==> config.mk <==
export PLATFORM = sky130hd
export DESIGN_NAME = muldiv_unit
export DESIGN_NICKNAME = d
export VERILOG_FILES = /design/src/rtl/muldiv_pkg.sv /design/src/rtl/muldiv_div_core.sv /design/src/rtl/muldiv_unit.sv
export SDC_FILE = /design/constraint.sdc
export NUM_CORES = 2
export LEC_CHECK = 0
export BUFFER_PORTS_ARGS = -buffer_cell sky130_fd_sc_hd__buf_2
export CORE_MARGIN = 3
export CORE_UTILIZATION = 30
export CTS_CLUSTER_DIAMETER = 150
export CTS_CLUSTER_SIZE = 24
export DETAILED_ROUTE_END_ITERATION = 7
export SYNTH_ARGS = -nofsm -noshare
export SYNTH_HDL_FRONTEND = slang
export SYNTH_HIERARCHICAL = 1
export SYNTH_SLANG_ARGS = --single-unit
==> constraint.sdc <==
create_clock -name clk -period 27.2 [get_ports clk]
set_input_delay 2.72 -clock clk [delete_from_list [all_inputs] [get_ports clk]]
set_output_delay 2.72 -clock clk [all_outputs]
set_load 0.05 [all_outputs]
==> src/rtl/muldiv_pkg.sv <==
// -----------------------------------------------------------------------------
// muldiv_pkg
// Shared definitions for the RV32M multiply/divide execute unit.
//   - FN_* : func3 encodings of the eight M-extension operations
//   - state_t : control FSM state encoding (3 bits)
// -----------------------------------------------------------------------------
package muldiv_pkg;

    localparam logic [2:0] FN_MUL    = 3'b000;
    localparam logic [2:0] FN_MULH   = 3'b001;
    localparam logic [2:0] FN_MULHSU = 3'b010;
    localparam logic [2:0] FN_MULHU  = 3'b011;
    localparam logic [2:0] FN_DIV    = 3'b100;
    localparam logic [2:0] FN_DIVU   = 3'b101;
    localparam logic [2:0] FN_REM    = 3'b110;
    localparam logic [2:0] FN_REMU   = 3'b111;

    typedef enum logic [2:0] {
        ST_IDLE = 3'd0,
        ST_MUL  = 3'd1,
        ST_DIV  = 3'd2,
        ST_FIX  = 3'd3,
        ST_DONE = 3'd4
    } state_t;

endpackage

==> src/rtl/muldiv_div_core.sv <==
// -----------------------------------------------------------------------------
// muldiv_div_core
// Radix-2 restoring divider on unsigned magnitudes. One quotient bit is
// produced per step; XLEN steps complete a division.
// Ports:
//   clk, rst            clock, asynchronous active-low reset
//   load                capture dividend/divisor and restart the counter
//   step                perform one iteration
//   dividend, divisor   unsigned magnitudes (XLEN)
//   quotient, remainder unsigned results, valid after the last step
//   last                high while the final iteration is being performed
// -----------------------------------------------------------------------------
import muldiv_pkg::*;

module muldiv_div_core #(
    parameter int XLEN = 32
) (
    input  logic            clk,
    input  logic            rst,
    input  logic            load,
    input  logic            step,
    input  logic [XLEN-1:0] dividend,
    input  logic [XLEN-1:0] divisor,
    output logic [XLEN-1:0] quotient,
    output logic [XLEN-1:0] remainder,
    output logic            last
);

    localparam int CW = $clog2(XLEN);

    logic [XLEN-1:0] quo_q;
    logic [XLEN-1:0] rem_q;
    logic [XLEN-1:0] dvs_q;
    logic [CW-1:0]   cnt_q;
    logic [XLEN:0]   shifted;
    logic [XLEN:0]   diff;

    // The partial remainder is always below the divisor, so after the shift
    // it fits in XLEN+1 bits and the top bit of the difference is the borrow.
    always_comb begin
        shifted = {rem_q, quo_q[XLEN-1]};
        diff    = shifted - {1'b0, dvs_q};
    end

    // Dividend bits shift out of the quotient register's top as quotient
    // bits shift in at the bottom.
    always_ff @(posedge clk or negedge rst) begin
        if (!rst) begin
            quo_q <= '0;
            rem_q <= '0;
            dvs_q <= '0;
            cnt_q <= '0;
        end else if (load) begin
            quo_q <= dividend;
            rem_q <= '0;
            dvs_q <= divisor;
            cnt_q <= CW'(XLEN - 1);
        end else if (step) begin
            if (!diff[XLEN]) begin
                rem_q <= diff[XLEN-1:0];
                quo_q <= {quo_q[XLEN-2:0], 1'b1};
            end else begin
                rem_q <= shifted[XLEN-1:0];
                quo_q <= {quo_q[XLEN-2:0], 1'b0};
            end
            cnt_q <= cnt_q - CW'(1);
        end
    end

    assign quotient  = quo_q;
    assign remainder = rem_q;
    assign last      = (cnt_q == '0);

endmodule

==> src/rtl/muldiv_unit.sv <==
// -----------------------------------------------------------------------------
// muldiv_unit
// Multi-cycle RV32M execute unit. Multiplies finish in one registered cycle,
// divides iterate XLEN cycles then fix up signs; divide-by-zero and signed
// overflow bypass the iteration and complete like a multiply.
// Ports:
//   clk, rst        clock, asynchronous active-low reset
//   start           request valid, sampled only in IDLE or DONE
//   func3           RV32M operation select
//   op1, op2        rs1 / rs2 values
//   rd_in           destination index carried with the op
//   flush           synchronous kill of any in-flight op
//   busy            high in MUL, DIV, FIX
//   done            one-cycle result-valid pulse
//   result, rd_out  registered result and destination, held until next done
// -----------------------------------------------------------------------------
module muldiv_unit
    import muldiv_pkg::*;
#(
    parameter int XLEN = 32,
    parameter int RD_W = 5
) (
    input  logic            clk,
    input  logic            rst,
    input  logic            start,
    input  logic [2:0]      func3,
    input  logic [XLEN-1:0] op1,
    input  logic [XLEN-1:0] op2,
    input  logic [RD_W-1:0] rd_in,
    input  logic            flush,
    output logic            busy,
    output logic            done,
    output logic [XLEN-1:0] result,
    output logic [RD_W-1:0] rd_out
);

    localparam logic [XLEN-1:0] MOST_NEG = {1'b1, {(XLEN-1){1'b0}}};

    state_t          state;
    state_t          state_nxt;

    logic [2:0]      fn_q;
    logic [XLEN-1:0] a_q;
    logic [XLEN-1:0] b_q;
    logic [RD_W-1:0] rd_q;

    logic            accept;
    logic            in_signed;
    logic            bypass;
    logic            load_div;
    logic [XLEN-1:0] mag1;
    logic [XLEN-1:0] mag2;

    logic [XLEN-1:0] quotient;
    logic [XLEN-1:0] remainder;
    logic            div_last;

    logic            a_sx;
    logic            b_sx;
    logic [2*XLEN-1:0] a_w;
    logic [2*XLEN-1:0] b_w;
    logic [2*XLEN-1:0] prod;
    logic [XLEN-1:0] mul_res;
    logic [XLEN-1:0] corner_res;
    logic [XLEN-1:0] fix_res;
    logic            neg_q;
    logic            neg_r;

    // Request decode works on the raw inputs so the divider can be loaded
    // on the accepting edge and start iterating in cycle 1. Corner cases are
    // detected here so they never enter the iteration.
    always_comb begin
        accept    = ((state == ST_IDLE) || (state == ST_DONE)) && start && !flush;
        in_signed = ~func3[0];
        bypass    = (op2 == '0) || (in_signed && (op1 == MOST_NEG) && (op2 == '1));
        load_div  = accept && func3[2] && !bypass;
        mag1      = (in_signed && op1[XLEN-1]) ? -op1 : op1;
        mag2      = (in_signed && op2[XLEN-1]) ? -op2 : op2;
    end

    always_ff @(posedge clk or negedge rst) begin
        if (!rst) begin
            state <= ST_IDLE;
        end else begin
            state <= state_nxt;
        end
    end

    // Corner-case divides reuse the single-cycle MUL slot. flush overrides
    // everything, including a start in the same cycle.
    always_comb begin
        state_nxt = state;
        case (state)
            ST_IDLE, ST_DONE: begin
                if (accept) begin
                    state_nxt = (func3[2] && !bypass) ? ST_DIV : ST_MUL;
                end else begin
                    state_nxt = ST_IDLE;
                end
            end
            ST_MUL:  state_nxt = ST_DONE;
            ST_DIV:  state_nxt = div_last ? ST_FIX : ST_DIV;
            ST_FIX:  state_nxt = ST_DONE;
            default: state_nxt = ST_IDLE;
        endcase
        if (flush) begin
            state_nxt = ST_IDLE;
        end
    end

    // The op is captured on accept; later changes on the inputs are ignored.
    always_ff @(posedge clk or negedge rst) begin
        if (!rst) begin
            fn_q <= '0;
            a_q  <= '0;
            b_q  <= '0;
            rd_q <= '0;
        end else if (accept) begin
            fn_q <= func3;
            a_q  <= op1;
            b_q  <= op2;
            rd_q <= rd_in;
        end
    end

    muldiv_div_core #(
        .XLEN (XLEN)
    ) u_div_core (
        .clk       (clk),
        .rst       (rst),
        .load      (load_div),
        .step      (state == ST_DIV),
        .dividend  (mag1),
        .divisor   (mag2),
        .quotient  (quotient),
        .remainder (remainder),
        .last      (div_last)
    );

    // Operands are extended to 2*XLEN according to their signedness; the low
    // 2*XLEN bits of an unsigned product are then correct for every variant.
    always_comb begin
        a_sx    = (fn_q[1:0] != 2'b11) && a_q[XLEN-1];
        b_sx    = !fn_q[1] && b_q[XLEN-1];
        a_w     = {{XLEN{a_sx}}, a_q};
        b_w     = {{XLEN{b_sx}}, b_q};
        prod    = a_w * b_w;
        mul_res = (fn_q[1:0] == 2'b00) ? prod[XLEN-1:0] : prod[2*XLEN-1:XLEN];
    end

    // Only bypassed divides reach the MUL slot: a zero divisor or the
    // most-negative / -1 overflow.
    always_comb begin
        if (b_q == '0) begin
            corner_res = fn_q[1] ? a_q : '1;
        end else begin
            corner_res = fn_q[1] ? '0 : a_q;
        end
    end

    // Quotient takes the xor of operand signs, remainder the dividend's sign.
    always_comb begin
        neg_q = !fn_q[0] && (a_q[XLEN-1] ^ b_q[XLEN-1]);
        neg_r = !fn_q[0] && a_q[XLEN-1];
        if (fn_q[1]) begin
            fix_res = neg_r ? -remainder : remainder;
        end else begin
            fix_res = neg_q ? -quotient : quotient;
        end
    end

    // result/rd_out are written on the edge that enters DONE and hold
    // otherwise; a flushed op never reaches them.
    always_ff @(posedge clk or negedge rst) begin
        if (!rst) begin
            result <= '0;
            rd_out <= '0;
        end else if (!flush) begin
            if (state == ST_MUL) begin
                result <= fn_q[2] ? corner_res : mul_res;
                rd_out <= rd_q;
            end else if (state == ST_FIX) begin
                result <= fix_res;
                rd_out <= rd_q;
            end
        end
    end

    assign busy = (state == ST_MUL) || (state == ST_DIV) || (state == ST_FIX);
    assign done = (state == ST_DONE);

endmodule

==> flow_summary.json <==
{
  "cts_hold_buf": 0,
  "critPathRequiredTime_ns": 27.60,
  "synth_cell_types": 95,
  "grt_pass1_wl_um": 258000,
  "timing.max_slew.rel_slack": 0.214,
  "grt_start_max_net_pins": 92,
  "setup_repair_after_global_routing_missed_its_margin": "no",
  "worst_setup_startpoint": "fn_q[1]",
  "share_of_final_layout_standard_cells_stronger_than_drive_strength_1": 0.0648,
  "worst-slew-pin-transition_ns": 1.16,
  "setup.worst_path.start_class": "flop",
  "globalRouteTotalUtil": 0.183,
  "synth_ff_type": "dfrtp_1",
  "final_common_cell": "inv_1",
  "area_fraction_in_compound_gates_after_synthesis": 0.0840,
  "maxClockFrequency_ghz": 0.101,
  "synth_cells": 5879,
  "muxShareOfSynthArea": 0.0221,
  "cpLargestDelayFamily": "adder cells",
  "synth.ff_latch_count": 213,
  "setup.worst_path.end_class": "flop",
  "crit_buf_inv": 9,
  "setup.worst_path.end": "result[29]",
  "critical-path-max-stage-delay_ns": 0.79,
  "worstHoldPathType": "reg2reg",
  "stdcell_area_um2": 55600,
  "start_util": 0.304,
  "die_y_um": 424,
  "netlist.area_leader.share": 0.429,
  "async_flop_share": 1.00,
  "postPlaceCellArea_um2": 55200,
  "clock_tree.htree_level_count": 1,
  "setup_violations": 0,
  "report.final.slew_viol_count": 0,
  "period_minus_slack_ns": 9.89,
  "ctsResizeCount": 0,
  "remaining_drc_errors": 0,
  "criticalPathCategory": "reg2reg",
  "routabilityCongestion": 0.961,
  "status": "complete, no violations",
  "cts_setup_buffers": 0,
  "buffer_ports.inserted": 114,
  "min_period_over_period": 0.364,
  "detailed_placement_hpwl_um": 126000,
  "floorplan.core_area_um2": 173000,
  "cts.sink_count": 213,
  "number_of_buffers_created_by_cts": 12,
  "route.antenna.remaining_nets": 0,
  "skew_ns": 0.0277,
  "finalSetupTns_ns": 0,
  "finalNetCount": 7181,
  "reg2regPathDepth": 29,
  "finish.cell_count_without_fillers": 8040,
  "post_synth_fa_ha_maj_area_fraction": 0.490,
  "ys_warnings": 6,
  "worst_hold_slack_ns": 0.476,
  "critical_path.max_fanout": 65,
  "ctsLongestPathBuffers": 3,
  "synth_largest_area_cell": "fa_1",
  "mostFrequentLayoutCells": "inv_1 (1158), fa_1 (1126), nand2_1 (943)",
  "gr-total-overflow": 0,
  "post_synth_xor_area_fraction": 0.0363,
  "r2r-end": "result[29]",
  "ratio_of_routed_vias_to_standard_cells": 5.00,
  "drt_pass1_iterations": 8,
  "clockRootBuffer": "clkbuf_16",
  "initial_antenna_violation_count": 10,
  "synth_top_cells_by_area": "fa_1 (43%), dfrtp_1 (10%), inv_1 (8.3%)",
  "tritoncts": "yes",
  "floorplan.die_area_um2": 180000,
  "reg2reg_setup_slack_ns": 17.31,
  "basic_gate_share_of_the_synthesized_area_counting_and_or_nand_and_nor_cells": 0.156,
  "dieWidth_um": 424,
  "dominant_combinational_cell_family_by_area_after_synthesis": "adder cells",
  "critical_path_cell_count": 29,
  "route.vias.total": 40200,
  "critical_path_arrival_ns": 10.29,
  "clkLatencyLatePin_ns": 0.52,
  "syn2layout_area_growth_pct": 5.88,
  "synth_edf_count": 0,
  "grt_pass1_vias": 42953,
  "placementRows": 152,
  "avgSynthCellArea_um2": 8.93,
  "ys_seq_area_frac": 0.102,
  "wl_um": 162000,
  "cap_violations": 0,
  "fillers": 18130,
  "wl_per_cell_um": 20.2,
  "io_pins": 115,
  "r2r-start": "fn_q[1]",
  "crit_path_top_delay_cell": "fa_1",
  "post-place-cells": 8023,
  "drtIter0Drc": 3469,
  "synthesis.nets": 7333,
  "clkSlewWorstSetupHoldPaths_ns": 0.11,
  "timing.critical_path.mode_cell": "fa_1",
  "finalHoldViolCount": 0,
  "synth_area_um2": 52500
}
-- cell type report --
class / instances / area (µm²) / share of cell area
Multi-Input combinational cell: 4143 / 41500 / 0.746
Sequential cell: 213 / 5330 / 0.0959
Inverter: 1159 / 4350 / 0.0783
Tap cell: 2310 / 2890 / 0.0520
Timing Repair Buffer: 198 / 1210 / 0.0218
Clock buffer: 15 / 343 / 0.00617
Antenna cell: 2 / 5.00 / 0.0000900
-- registers in the layout, indices dropped and copies added, names as in the netlist --
signal	count
u_div_core/quotient	32
u_div_core/dvs_q	32
b_q	32
u_div_core/remainder	32
a_q	32
rd_q	5
result	32
state	3
u_div_core/cnt_q	5
rd_out	5
fn_q	3
-- synth_stat cells (5+ instances only) --
library cell  count
ha_1            252
inv_1          1158
mux2i_1          35
nor3_1           48
a211o_1           5
buf_2             6
nand2b_1         14
a311oi_1          5
clkbuf_1        347
fa_1           1126
xor2_1           80
dfrtp_1         213
o41ai_1          18
o22ai_1          25
o21ai_0         199
and3_1           14
nand4_1          29
o21bai_1         14
buf_1             7
a311oi_2         19
a41oi_1           7
and2_1          372
a21boi_0          7
a21o_1           34
a22oi_1           5
nand2_1         943
mux2_2           72
or2_2            14
or4_1             8
nor2b_1          15
o211ai_1         14
a31oi_1          32
nand3b_1          5
o31ai_1          22
nand3_1          34
xnor2_1         136
a21oi_2           5
or3_1            12
nor3b_1           7
a211oi_1         18
nor2_1          196
a21oi_1         177
nor4_1           25
o21a_1           12
-- logic make-up after synthesis --
| logic type | after synthesis |
|---|---|
| xor+xnor | 217 |
| mux | 107 |
| simple gates | 1765 |
| fa+ha+maj | 1380 |
| buf+inv | 1523 |
| flops | 213 |
| compound gates | 674 |
-- worst reg2reg max path: cells and delay by family, from the launching register on --
kind	cells	cell delay, ns
compound gates	8	1.92
fa+ha+maj	9	4.96
buf+inv	9	1.95
flops	1	0.35
mux	1	0.33
simple gates	2	0.25
-- worst min-delay path by stage --
stage	startpoint	to	cells after the start
detailed placement	rd_q[4]	rd_out[4]	2
CTS	rd_q[4]	rd_out[4]	2
global placement	rd_q[0]	rd_out[0]	2
finish	rd_q[4]	rd_out[4]	2
global route	rd_out[4]	rd_out[4]	2
floorplan	rd_q[0]	rd_out[0]	2
-- metrics by stage --
stage          setup slack [ns]   util
3_5_place_dp              17.29  0.320
2_1_floorplan             18.38      -
3_3_place_gp              17.39  0.320
4_1_cts                   17.25  0.322
5_1_grt                   16.71  0.322
6_report                  17.31  0.322
-- metal layers --
metal / wire, µm / share of wire / track usage / vias to the layer above
met2: 74400 / 0.46 / 0.295 / 1468
met4: 5150 / 0.032 / 0.0480 / 4
met5: 22 / 0.00014 / 0 / -
met3: 11600 / 0.071 / 0.0266 / 212
li1: - / - / - / 17513
met1: 70800 / 0.44 / 0.257 / 21003
Power is left out: the tool's default activity adds up to more than one toggle a clock period on the data nets, which glitch-free logic cannot reach.
